$ cat config.mk
export PLATFORM = sky130hd
export DESIGN_NAME = k_pulse_cycle_monitor_flat
export DESIGN_NICKNAME = d
export VERILOG_FILES = /design/src/rtl/k_pulse_cycle_monitor_if.sv /design/src/rtl/k_pulse_cycle_monitor.sv /design/src/flat_wrapper.sv
export SDC_FILE = /design/constraint.sdc
export NUM_CORES = 1
export LEC_CHECK = 0
export CAP_MARGIN = 20
export CORE_MARGIN = 1.5
export CORE_UTILIZATION = 51
export CTS_CLUSTER_DIAMETER = 200
export DETAILED_ROUTE_END_ITERATION = 6
export GPL_TIMING_DRIVEN = 0
export PLACE_DENSITY = 0.74
export SLEW_MARGIN = 20
export SYNTH_ARGS = -nofsm -noshare
export SYNTH_HDL_FRONTEND = slang
export SYNTH_SLANG_ARGS = --single-unit
$ cat constraint.sdc
create_clock -name Clock -period 2.1 [get_ports Clock]
set_input_delay 0.21 -clock Clock [delete_from_list [all_inputs] [get_ports Clock]]
set_output_delay 0.21 -clock Clock [all_outputs]
set_load 0.02 [all_outputs]
$ cat src/rtl/k_pulse_cycle_monitor_if.sv
// Bundle between the K-pulse cycle monitor and its controller/CPU-side users.
// slave = monitor side, master = driver of pulses, Ack and Clr.
interface k_pulse_cycle_monitor_if #(
    parameter int CNT_W = 8,
    parameter int DUR_W = 12
);
    logic             K2;
    logic             K1;
    logic             Ack;
    logic             Clr;
    logic [CNT_W-1:0] Cycles;
    logic [DUR_W-1:0] Dur;
    logic             Valid;
    logic             Busy;
    logic             Err;
    logic             Overrun;
    logic             Timeout;

    modport master (
        output K2, K1, Ack, Clr,
        input  Cycles, Dur, Valid, Busy, Err, Overrun, Timeout
    );

    modport slave (
        input  K2, K1, Ack, Clr,
        output Cycles, Dur, Valid, Busy, Err, Overrun, Timeout
    );
endinterface

$ cat src/rtl/k_pulse_cycle_monitor.sv
// Measures K2->K1 intervals of the Idle/Start/Stop/Clear controller, counts
// completed cycles and hands each interval to a Valid/Ack consumer.
module k_pulse_cycle_monitor #(
    parameter int CNT_W = 8,
    parameter int DUR_W = 12
) (
    input logic                      Clock,
    input logic                      Reset,
    k_pulse_cycle_monitor_if.slave   bus
);
    localparam logic [0:0] WAIT_K2 = 1'b0;
    localparam logic [0:0] WAIT_K1 = 1'b1;

    logic [0:0]       state, state_nxt;
    logic [DUR_W-1:0] dur_cnt, dur_cnt_nxt;
    logic             complete, err_set, to_set, ovr_set;

    logic [CNT_W-1:0] cycles_q;
    logic [DUR_W-1:0] dur_q;
    logic             valid_q, busy_q, err_q, ovr_q, to_q;

    // Simultaneous K1/K2 is a protocol error that freezes the measurement.
    always_comb begin
        state_nxt   = state;
        dur_cnt_nxt = dur_cnt;
        complete    = 1'b0;
        err_set     = 1'b0;
        to_set      = 1'b0;
        if (bus.K1 && bus.K2) begin
            err_set = 1'b1;
        end else begin
            case (state)
                WAIT_K2: begin
                    if (bus.K2) begin
                        state_nxt   = WAIT_K1;
                        dur_cnt_nxt = DUR_W'(1);
                    end else if (bus.K1) begin
                        err_set = 1'b1;
                    end
                end
                default: begin
                    if (bus.K1) begin
                        complete  = 1'b1;
                        state_nxt = WAIT_K2;
                    end else if (bus.K2) begin
                        err_set     = 1'b1;
                        dur_cnt_nxt = DUR_W'(1);
                    end else if (&dur_cnt) begin
                        to_set    = 1'b1;
                        state_nxt = WAIT_K2;
                    end else begin
                        dur_cnt_nxt = dur_cnt + 1'b1;
                    end
                end
            endcase
        end
    end

    assign ovr_set = complete & valid_q & ~bus.Ack;

    always_ff @(posedge Clock) begin
        if (Reset) begin
            state    <= WAIT_K2;
            dur_cnt  <= '0;
            cycles_q <= '0;
            dur_q    <= '0;
            valid_q  <= 1'b0;
            busy_q   <= 1'b0;
            err_q    <= 1'b0;
            ovr_q    <= 1'b0;
            to_q     <= 1'b0;
        end else begin
            state   <= state_nxt;
            dur_cnt <= dur_cnt_nxt;
            busy_q  <= (state_nxt == WAIT_K1);
            // Sticky flags: a same-cycle event beats Clr.
            err_q   <= err_set | (err_q & ~bus.Clr);
            ovr_q   <= ovr_set | (ovr_q & ~bus.Clr);
            to_q    <= to_set  | (to_q  & ~bus.Clr);
            if (complete) begin
                dur_q   <= dur_cnt;
                valid_q <= 1'b1;
            end else if (bus.Ack) begin
                valid_q <= 1'b0;
            end
            if (bus.Clr)
                cycles_q <= complete ? CNT_W'(1) : '0;
            else if (complete && !(&cycles_q))
                cycles_q <= cycles_q + 1'b1;
        end
    end

    assign bus.Cycles  = cycles_q;
    assign bus.Dur     = dur_q;
    assign bus.Valid   = valid_q;
    assign bus.Busy    = busy_q;
    assign bus.Err     = err_q;
    assign bus.Overrun = ovr_q;
    assign bus.Timeout = to_q;
endmodule

$ cat src/flat_wrapper.sv
// flat-port wrapper written by rule: the top's interface ports become plain ports
module k_pulse_cycle_monitor_flat 
#(
    parameter int CNT_W = 8,
    parameter int DUR_W = 12
)
  (Clock, Reset, bus_K2, bus_K1, bus_Ack, bus_Clr, bus_Cycles, bus_Dur, bus_Valid, bus_Busy, bus_Err, bus_Overrun, bus_Timeout);
  k_pulse_cycle_monitor_if #(.CNT_W(CNT_W), .DUR_W(DUR_W)) bus_i ();
  input logic Clock;
  input logic Reset;
  input wire logic [$bits(bus_i.K2)-1:0] bus_K2;
  input wire logic [$bits(bus_i.K1)-1:0] bus_K1;
  input wire logic [$bits(bus_i.Ack)-1:0] bus_Ack;
  input wire logic [$bits(bus_i.Clr)-1:0] bus_Clr;
  output wire logic [$bits(bus_i.Cycles)-1:0] bus_Cycles;
  output wire logic [$bits(bus_i.Dur)-1:0] bus_Dur;
  output wire logic [$bits(bus_i.Valid)-1:0] bus_Valid;
  output wire logic [$bits(bus_i.Busy)-1:0] bus_Busy;
  output wire logic [$bits(bus_i.Err)-1:0] bus_Err;
  output wire logic [$bits(bus_i.Overrun)-1:0] bus_Overrun;
  output wire logic [$bits(bus_i.Timeout)-1:0] bus_Timeout;
  assign bus_i.K2 = bus_K2;
  assign bus_i.K1 = bus_K1;
  assign bus_i.Ack = bus_Ack;
  assign bus_i.Clr = bus_Clr;
  assign bus_Cycles = bus_i.Cycles;
  assign bus_Dur = bus_i.Dur;
  assign bus_Valid = bus_i.Valid;
  assign bus_Busy = bus_i.Busy;
  assign bus_Err = bus_i.Err;
  assign bus_Overrun = bus_i.Overrun;
  assign bus_Timeout = bus_i.Timeout;
  k_pulse_cycle_monitor #(.CNT_W(CNT_W), .DUR_W(DUR_W)) u_core (.Clock(Clock), .Reset(Reset), .bus(bus_i));
endmodule
; After elaboration in Yosys (flattened, before gate mapping)
; Index checks and enable logic that the tools add are counted.
[totals]
out_inout_bits = 25
reg_bits = 37
input_bits = 6
[classes]
n_mux = 27
add_sub_neg = 2
n_reduce_logical = 9
n_eq_ne = 2
bitwise = 11
[ops]
columns = operator, n
row1 = 12-bit two-way mux, 5
row2 = 1-bit two-way mux, 20
row3 = 8-bit two-way mux, 2
row4 = 12-bit by 1-bit adder with 12-bit output (second input constant), 1
row5 = 12-bit AND reduction, 1
row6 = 8-bit by 1-bit adder with 8-bit output (second input constant), 1
row7 = 8-bit AND reduction, 1
row8 = 2-bit nonzero test, 3
row9 = 1-bit bitwise AND, 5
row10 = 4-bit AND reduction, 1
row11 = 3-bit inequality test (second input constant), 1
row12 = 1-bit inverter, 3
row13 = 1-bit OR, 3
row14 = 1-bit logical AND, 2
row15 = 2-bit inequality test (second input constant), 1
row16 = 1-bit zero test, 1

; Logic depth before layout (Yosys ltp)
; Gate-level depths: netlist (run 1).
[logic_depth]
word_depth = 7
depth_mapped = 6

; Least setup slack after synthesis (run 1)
; OpenSTA, ideal clock, no wires.
[synth_timing]
path_type = reg-to-reg
start = register u_core.cycles_q[0], in the netlist u_core.bus.Cycles[0]
end = register u_core.cycles_q[0], in the netlist u_core.bus.Cycles[0]
t_arrival_ps = 1709
path_stages_with_launch = 6
setup_time_ps = 70
n_path_buf = 0
setup_slack_ps = 320
cell_sequence = dfxtp_1 ha_1 nand3_1 o21ai_0 mux2_2 a21oi_1
[synth_between]
elab_chain_cells = 4
[synth_lines]
columns = item, line
row1 = start: declaration, k_pulse_cycle_monitor.sv:18  ; logic [CNT_W-1:0] cycles_q;
row2 = start signal: assignment, k_pulse_cycle_monitor.sv:87  ; cycles_q <= complete ? CNT_W'(1) : '0;
row3 = start signal: assignment, k_pulse_cycle_monitor.sv:89  ; cycles_q <= cycles_q + 1'b1;
row4 = "parallel branches: the longest is 4 deep, another holds 8-bit by 1-bit adder with 8-bit output", -
; Parallel ways; which one is timed is not known. The select of a mux whose other input is x is not followed.
; A chain may end at the register's enable or synchronous reset.

; Worst setup path after layout (run 1)
[layout_timing]
start = register u_core.dur_cnt[0]
end = register u_core.dur_cnt[2]
[layout_between]
elab_chain_cells = 5
[layout_lines]
columns = item, line
row1 = start: declaration, k_pulse_cycle_monitor.sv:15  ; logic [DUR_W-1:0] dur_cnt, dur_cnt_nxt;
row2 = start signal: assignment, k_pulse_cycle_monitor.sv:74  ; dur_cnt <= dur_cnt_nxt;
row3 = 12-bit by 1-bit adder with 12-bit output, k_pulse_cycle_monitor.sv:52  ; dur_cnt_nxt = dur_cnt + 1'b1;
row4 = 12-bit two-way mux, k_pulse_cycle_monitor.sv:48  ; end else if (&dur_cnt) begin
row5 = 12-bit two-way mux, k_pulse_cycle_monitor.sv:45  ; end else if (bus.K2) begin
row6 = 12-bit two-way mux, k_pulse_cycle_monitor.sv:42  ; if (bus.K1) begin
row7 = 12-bit two-way mux, k_pulse_cycle_monitor.sv:32  ; case (state)
; Several ways; a longest one is shown, not always the timed one. The select of a mux whose other input is x is not followed.

==> run_results.csv, run 1 <==
group,metric,value,unit
synth,synth_ff_type,"dfxtp_1",
synth,synth_cells,202,
worst_setup_path,start_kind,"flop",
cts,clk_pin_slew,0.11,ns
global_route,grt_pass1_wl,6306,µm
cts,cts_hold_buf,0,
worst_setup_path,startpoint,"u_core.dur_cnt[0]",
global_route,grt_max_degree,12,
detailed_routing,vias,1612,
floorplanning,rows,20,
worst_setup_path,reg2reg_slack,0.19,ns
floorplanning,die_area,3643,µm²
power_and_ir_drop,total_power,1305,µW
timing,rsz0062_at_grt,"no",
floorplanning,die_w,60.36,µm
worst_setup_path,reg2reg_from,"u_core.dur_cnt[0]",
timing,fmax,523.5,MHz
synth,synth-seq-cells,37,
placed_design,gp_congestion,0.8267,
synth,synthesis.area,1678,µm²
floorplanning,die_h,60.36,µm
timing,max-slew-margin-rel,0.6412,
placed_design,dp_hpwl,2928,µm
synth,yosysWarnings,0,
cts,clock-root-buffer,"clkbuf_4",
placed_design,dp_slack,0.09278,ns
synth,synth_edf_count,0,
detailed_routing,routed_wl,3852,µm
detailed_routing,drtPass1Iterations,4,
worst_setup_path,crit_type,"flop to flop",
timing,setup_viol,0,
placed_design,io_buffers,29,
finish,drive_gt1_frac,0.07950,
timing,worst_pin_slew,0.5369,ns
cts,cts_inserted_buffers,5,
worst_setup_path,path_max_fanout,9,
cts,cts_resized,0,
finish,area_delta_synth_final,25.65,%
power_and_ir_drop,power_density,619.0,nW/µm²
synth,ys_types,43,
min_path,whs_path_depth,3,
floorplanning,initial_utilization,0.5451,
cts,clock_sinks,37,
timing,finalCritPeriodShare,0.9097,
global_route,grt_use_total,0.2317,
min_path,hold_class,"input port to flop",
timing,fin_skew,0.004251,ns
synth,async_flop_share,0,
timing,final-hold-violation-count,0,
min_path,holdPathEnd,"u_core.dur_cnt[4]",
finish,diodes,0,
cts,cts_tree,"done",
worst_setup_path,endpoint_kind,"flop",
power_and_ir_drop,power_leakage,0.0006952,µW
timing,period_minus_slack,1.910,ns
detailed_routing,wire_per_inst,13.61,µm
global_route,antenna_found_initial,0,
finish,fin_nets,246,
timing,fin_setup_tns,0,ns
detailed_routing,drt-initial-drc-count,98,
synth,ys_seq_area_frac,0.4415,
synth,syn_avg_cell_area,8.306,µm²
detailed_routing,antenna_left,0,
cts,post_cts_buffers,0,
detailed_routing,routed_via_density,5.696,
worst_setup_path,rr_worst_depth,5,
placed_design,placedCellCount,275,
cts,h-tree-depth,2,
detailed_routing,drc,0,
timing,hold_ws,0.2930,ns
worst_setup_path,cp.required,2.37,ns
floorplanning,io_pins,31,
cts,cts.path.max_buffers,2,
finish,fin_cells,283,
global_route,grt_pass1_vias,1418,
power_and_ir_drop,peakVddDrop,371.4,µV
cts,clk_latency,0.34,ns
job,max_cap_viol_count,0,
synth,synth_fp_nets,210,
timing,drv_slew,0,
global_route,grt_overflow,0,
worst_setup_path,r2r_end,"u_core.dur_cnt[2]",
status,status,"finished, final reports clean",
min_path,worstHoldStart,"Reset",
timing,fin_ws,0.1897,ns
floorplanning,core-area,3078,µm²
worst_setup_path,cp.arrival,2.18,ns
placed cells by master (no fill, tap or decap), drive strengths merged, types with 3 or more instances in the layout:
master,instances
nor3,5
a21oi,18
nand2b,3
nand2,36
dfxtp,37
a31oi,9
buf,4
o21ai,10
nor2,14
clkdlybuf4s50,29
o211ai,5
nand4,7
clkbuf,12
nor2b,3
inv,3
xor2,3
nand3,9
state kept, by name (all words and copies together) (netlist names):
name and count:
u_core.bus.Cycles 8, u_core.bus.Dur 12, u_core.bus.Err 1, u_core.bus.Overrun 1, u_core.bus.Timeout 1, u_core.bus.Valid 1, u_core.dur_cnt 12, u_core.state 1
report_power, final:
| part | switching [µW] | internal [µW] | total [µW] | leakage, µW |
|---|---|---|---|---|
| combinational | 43.2 | 30.7 | 74.0 | 0.000351 |
| clock | 232 | 284 | 517 | 0.0000455 |
| sequential | 6.83 | 707 | 714 | 0.000299 |
metal layers:
layer,wire (µm),global-route usage
met5,0,0
met4,30,0.08571
met3,175,0.04051
met2,1791,0.3587
met1,1854,0.3249
stage by stage:
step	util	area, µm²
after floorplan	-	1678
after global placement	0.6573	2023
after detailed placement	0.6573	2023
after CTS	0.6850	2108
after global routing	0.6850	2108
final	0.6850	2108
kinds of logic (layout without fill, tap and decap cells):
family | count (synthesis) | count (layout) | share of synthesized area
AND/OR/NAND/NOR | 94 | 94 | 0.2931
AO/OA/AOI/OAI | 52 | 52 | 0.1887
flip-flops | 37 | 37 | 0.4415
buffers and inverters | 12 | 49 | 0.03355
XOR/XNOR | 3 | 3 | 0.01566
adder cells (fa/ha/maj) | 2 | 2 | 0.01491
multiplexers | 2 | 2 | 0.01268
final cells by class:
type                    instances  area, µm²
plain buffers                   9      45.04
clock buffers                   7      55.05
clock inverters                 1      30.03
fillers                       278      969.7
inverters                       3      11.26
multi-input cells             153      880.8
flip-flops and latches         37      740.7
well taps                      44      55.05
repair buffers                 29      290.3
Yosys cell counts (all sizes together), types with 2 or more instances:
master | number | area [µm²]
dfxtp | 37 | 740.7
nand2 | 36 | 135.1
a21oi | 18 | 90.09
nor2 | 14 | 52.55
o21ai | 10 | 50.05
a31oi | 9 | 56.30
nand3 | 9 | 50.05
nand4 | 7 | 50.05
clkbuf | 5 | 18.77
nor3 | 5 | 25.02
o211ai | 5 | 37.54
buf | 4 | 26.27
inv | 3 | 11.26
nand2b | 3 | 18.77
nor2b | 3 | 18.77
xor2 | 3 | 26.28
a211oi | 2 | 15.01
ha | 2 | 25.02
nand3b | 2 | 15.01
nor4 | 2 | 12.51
or2 | 2 | 12.51
or3 | 2 | 17.52
or4 | 2 | 15.01
or4b | 2 | 20.02
worst max path at each step:
stage                           endpoint  slack (ns)  cells past startpoint
detailed placement  u_core.bus.Cycles[7]        0.09                      6
global placement    u_core.bus.Cycles[7]        0.14                      6
CTS                    u_core.dur_cnt[2]        0.18                      5
floorplan           u_core.bus.Cycles[0]        0.32                      5
finish                 u_core.dur_cnt[2]        0.19                      5
global route           u_core.dur_cnt[2]        0.02                      5
worst max-delay path, cell delays in order (launching register included):
cell,delay [ns]
dfxtp_1,0.44
ha_1,0.23
nand3_2,0.20
nor4b_2,0.57
nor2_1,0.20
a31oi_1,0.21
(Power assumes the default switching activity.)
==> inputs of run 2 (changes only) <==
- CORE_ASPECT_RATIO: not set -> 0.8
- CORE_UTILIZATION: 51 -> 40
- PLACE_DENSITY: 0.74 -> 0.6
==> run 2 against run 1 <==
Compared with the run above: critical path depth did not move; sequential power about the same; hold slack improved by 0.036 ns; cell area grew 2.7%; clock power up 24%; flip-flop and latch count unchanged; core utilization down 13 points; largest cell class unchanged.
==> run_results.csv, run 2 (synthesis results as in run 1) <==
group,metric,value,unit
status,status,"finished, final reports clean",
floorplanning,die_area,4595,µm²
cts,cts_tree,"done",
timing,max-slew-margin-rel,0.6361,
timing,fin_ws,0.1980,ns
detailed_routing,wire_per_inst,14.20,µm
worst_setup_path,path_max_fanout,7,
global_route,antenna_found_initial,0,
min_path,whs_path_depth,3,
cts,h-tree-depth,2,
cts,clock_sinks,37,
floorplanning,rows,20,
detailed_routing,routed_via_density,5.558,
timing,setup_viol,0,
worst_setup_path,endpoint_kind,"flop",
worst_setup_path,startpoint,"u_core.bus.Cycles[0]",
power_and_ir_drop,power_leakage,0.0007241,µW
floorplanning,die_w,75.41,µm
worst_setup_path,cp.required,2.31,ns
cts,cts_inserted_buffers,5,
worst_setup_path,rr_worst_depth,5,
finish,fin_nets,246,
timing,final-hold-violation-count,0,
finish,drive_gt1_frac,0.08368,
timing,drv_slew,0,
cts,cts.path.max_buffers,2,
timing,fin_skew,0.005664,ns
floorplanning,io_pins,31,
min_path,hold_class,"input port to flop",
timing,worst_pin_slew,0.5402,ns
power_and_ir_drop,total_power,1430,µW
placed_design,gp_congestion,0.8315,
floorplanning,initial_utilization,0.4298,
floorplanning,core-area,3904,µm²
finish,most-common-layout-cells,"37 x dfxtp_1, 36 x nand2_1, 29 x clkdlybuf4s50_1, 18 x a21oi_1, 14 x nor2_1",
finish,final_cell_area,2166,µm²
worst_setup_path,reg2reg_from,"u_core.bus.Cycles[0]",
detailed_routing,drtPass1Iterations,4,
detailed_routing,antenna_left,0,
placed_design,placed_cell_area,2037,µm²
cts,clk_latency,0.29,ns
timing,fin_setup_tns,0,ns
job,max_cap_viol_count,0,
finish,fillerInstances,379,
global_route,grt_overflow,0,
timing,rsz0062_at_grt,"no",
cts,cts_hold_buf,0,
global_route,grt_use_met3,0.04651,
finish,diodes,0,
worst_setup_path,cp_slowest_cell,"o21ai_0",
global_route,grt.busiest_layer,"met2",
detailed_routing,vias,1634,
worst_setup_path,worstPathCellList,"ha_1 -> nand3_1 -> o21ai_0 -> mux2_2 -> a21oi_1",
power_and_ir_drop,peakVddDrop,330.0,µV
detailed_routing,routed_wl,4176,µm
worst_setup_path,r2r_end,"u_core.bus.Cycles[0]",
global_route,grtUsageMet1,0.2972,
worst_setup_path,slowest_delay,0.52,ns
worst_setup_path,reg2reg_slack,0.20,ns
timing,finalCritPeriodShare,0.9057,
worst_setup_path,critical_path.endpoint,"u_core.bus.Cycles[0]",
placed_design,dp_slack,0.06583,ns
cts,clock-root-buffer,"clkbuf_8",
global_route,grt_use_total,0.2066,
detailed_routing,drc,0,
min_path,worstHoldStart,"Reset",
cts,clk_pin_slew,0.08,ns
timing,fmax,525.8,MHz
global_route,use_met2,0.2982,
timing,period_minus_slack,1.902,ns
worst_setup_path,start_kind,"flop",
worst_setup_path,cp.arrival,2.12,ns
global_route,grt_pass1_wl,6962,µm
placed_design,dp_hpwl,3066,µm
detailed_routing,drt-initial-drc-count,81,
timing,hold_ws,0.3290,ns
global_route,grt_max_degree,13,
worst_setup_path,crit_type,"flop to flop",
finish,area_delta_synth_final,29.08,%
placed_design,io_buffers,29,
global_route,grt_pass1_vias,1486,
finish,layout_commonest_cell,"dfxtp_1",
power_and_ir_drop,power_density,660.3,nW/µm²
floorplanning,die_h,60.93,µm
## run 2: critical path, delay by kind of cell (launching register included)
kind | cells | cell delay (ns)
AOI/OAI and AO/OA | 2 | 0.65
adders and majority gates | 1 | 0.20
DFF | 1 | 0.39
muxes | 1 | 0.39
and+or+nand+nor | 1 | 0.21
## run 2: metrics by stage
stage	utilization	instances
2_1_floorplan	-	202
5_1_grt	0.5548	294
3_5_place_dp	0.5218	286
3_3_place_gp	0.5218	286
6_report	0.5548	294
4_1_cts	0.5526	294
## run 2: power by group
group          internal, µW  leakage, µW  switching (µW)
Clock                   386    0.0000574             255
Sequential              707     0.000299            7.46
Combinational          31.0     0.000368            43.5
## run 2: cell type report
class | count | area, µm² | area share
flip-flops and latches | 37 | 740.7 | 0.3420
plain buffers | 9 | 45.04 | 0.02080
clock buffers | 6 | 82.58 | 0.03813
inverters | 3 | 11.26 | 0.005199
multi-input cells | 153 | 889.6 | 0.4107
repair buffers | 29 | 290.3 | 0.1340
clock inverters | 2 | 37.54 | 0.01733
well taps | 55 | 68.82 | 0.03177
## run 2: layer usage
metal,up-vias,wire [µm]
met5,-,0
met4,0,64
met3,9,196
met2,47,1716
met1,768,2199
li1,810,-
## run 2: how the worst min path moves through the flow
stage	end	slack, ns
floorplan	u_core.bus.Cycles[0]	0.35
global placement	u_core.bus.Dur[5]	0.45
detailed placement	u_core.bus.Dur[7]	0.45
CTS	u_core.dur_cnt[4]	0.33
global route	u_core.dur_cnt[4]	0.38
finish	u_core.dur_cnt[4]	0.33
## run 2: repair_timing
| item | 4_1_cts | 5_1_grt |
|---|---|---|
| hold endpoints to repair | 0 | 0 |
| gates resized for setup | 0 | 1 |
| endpoints found under the setup margin | 0 | 4 |
| buffers inserted | 0 | 0 |
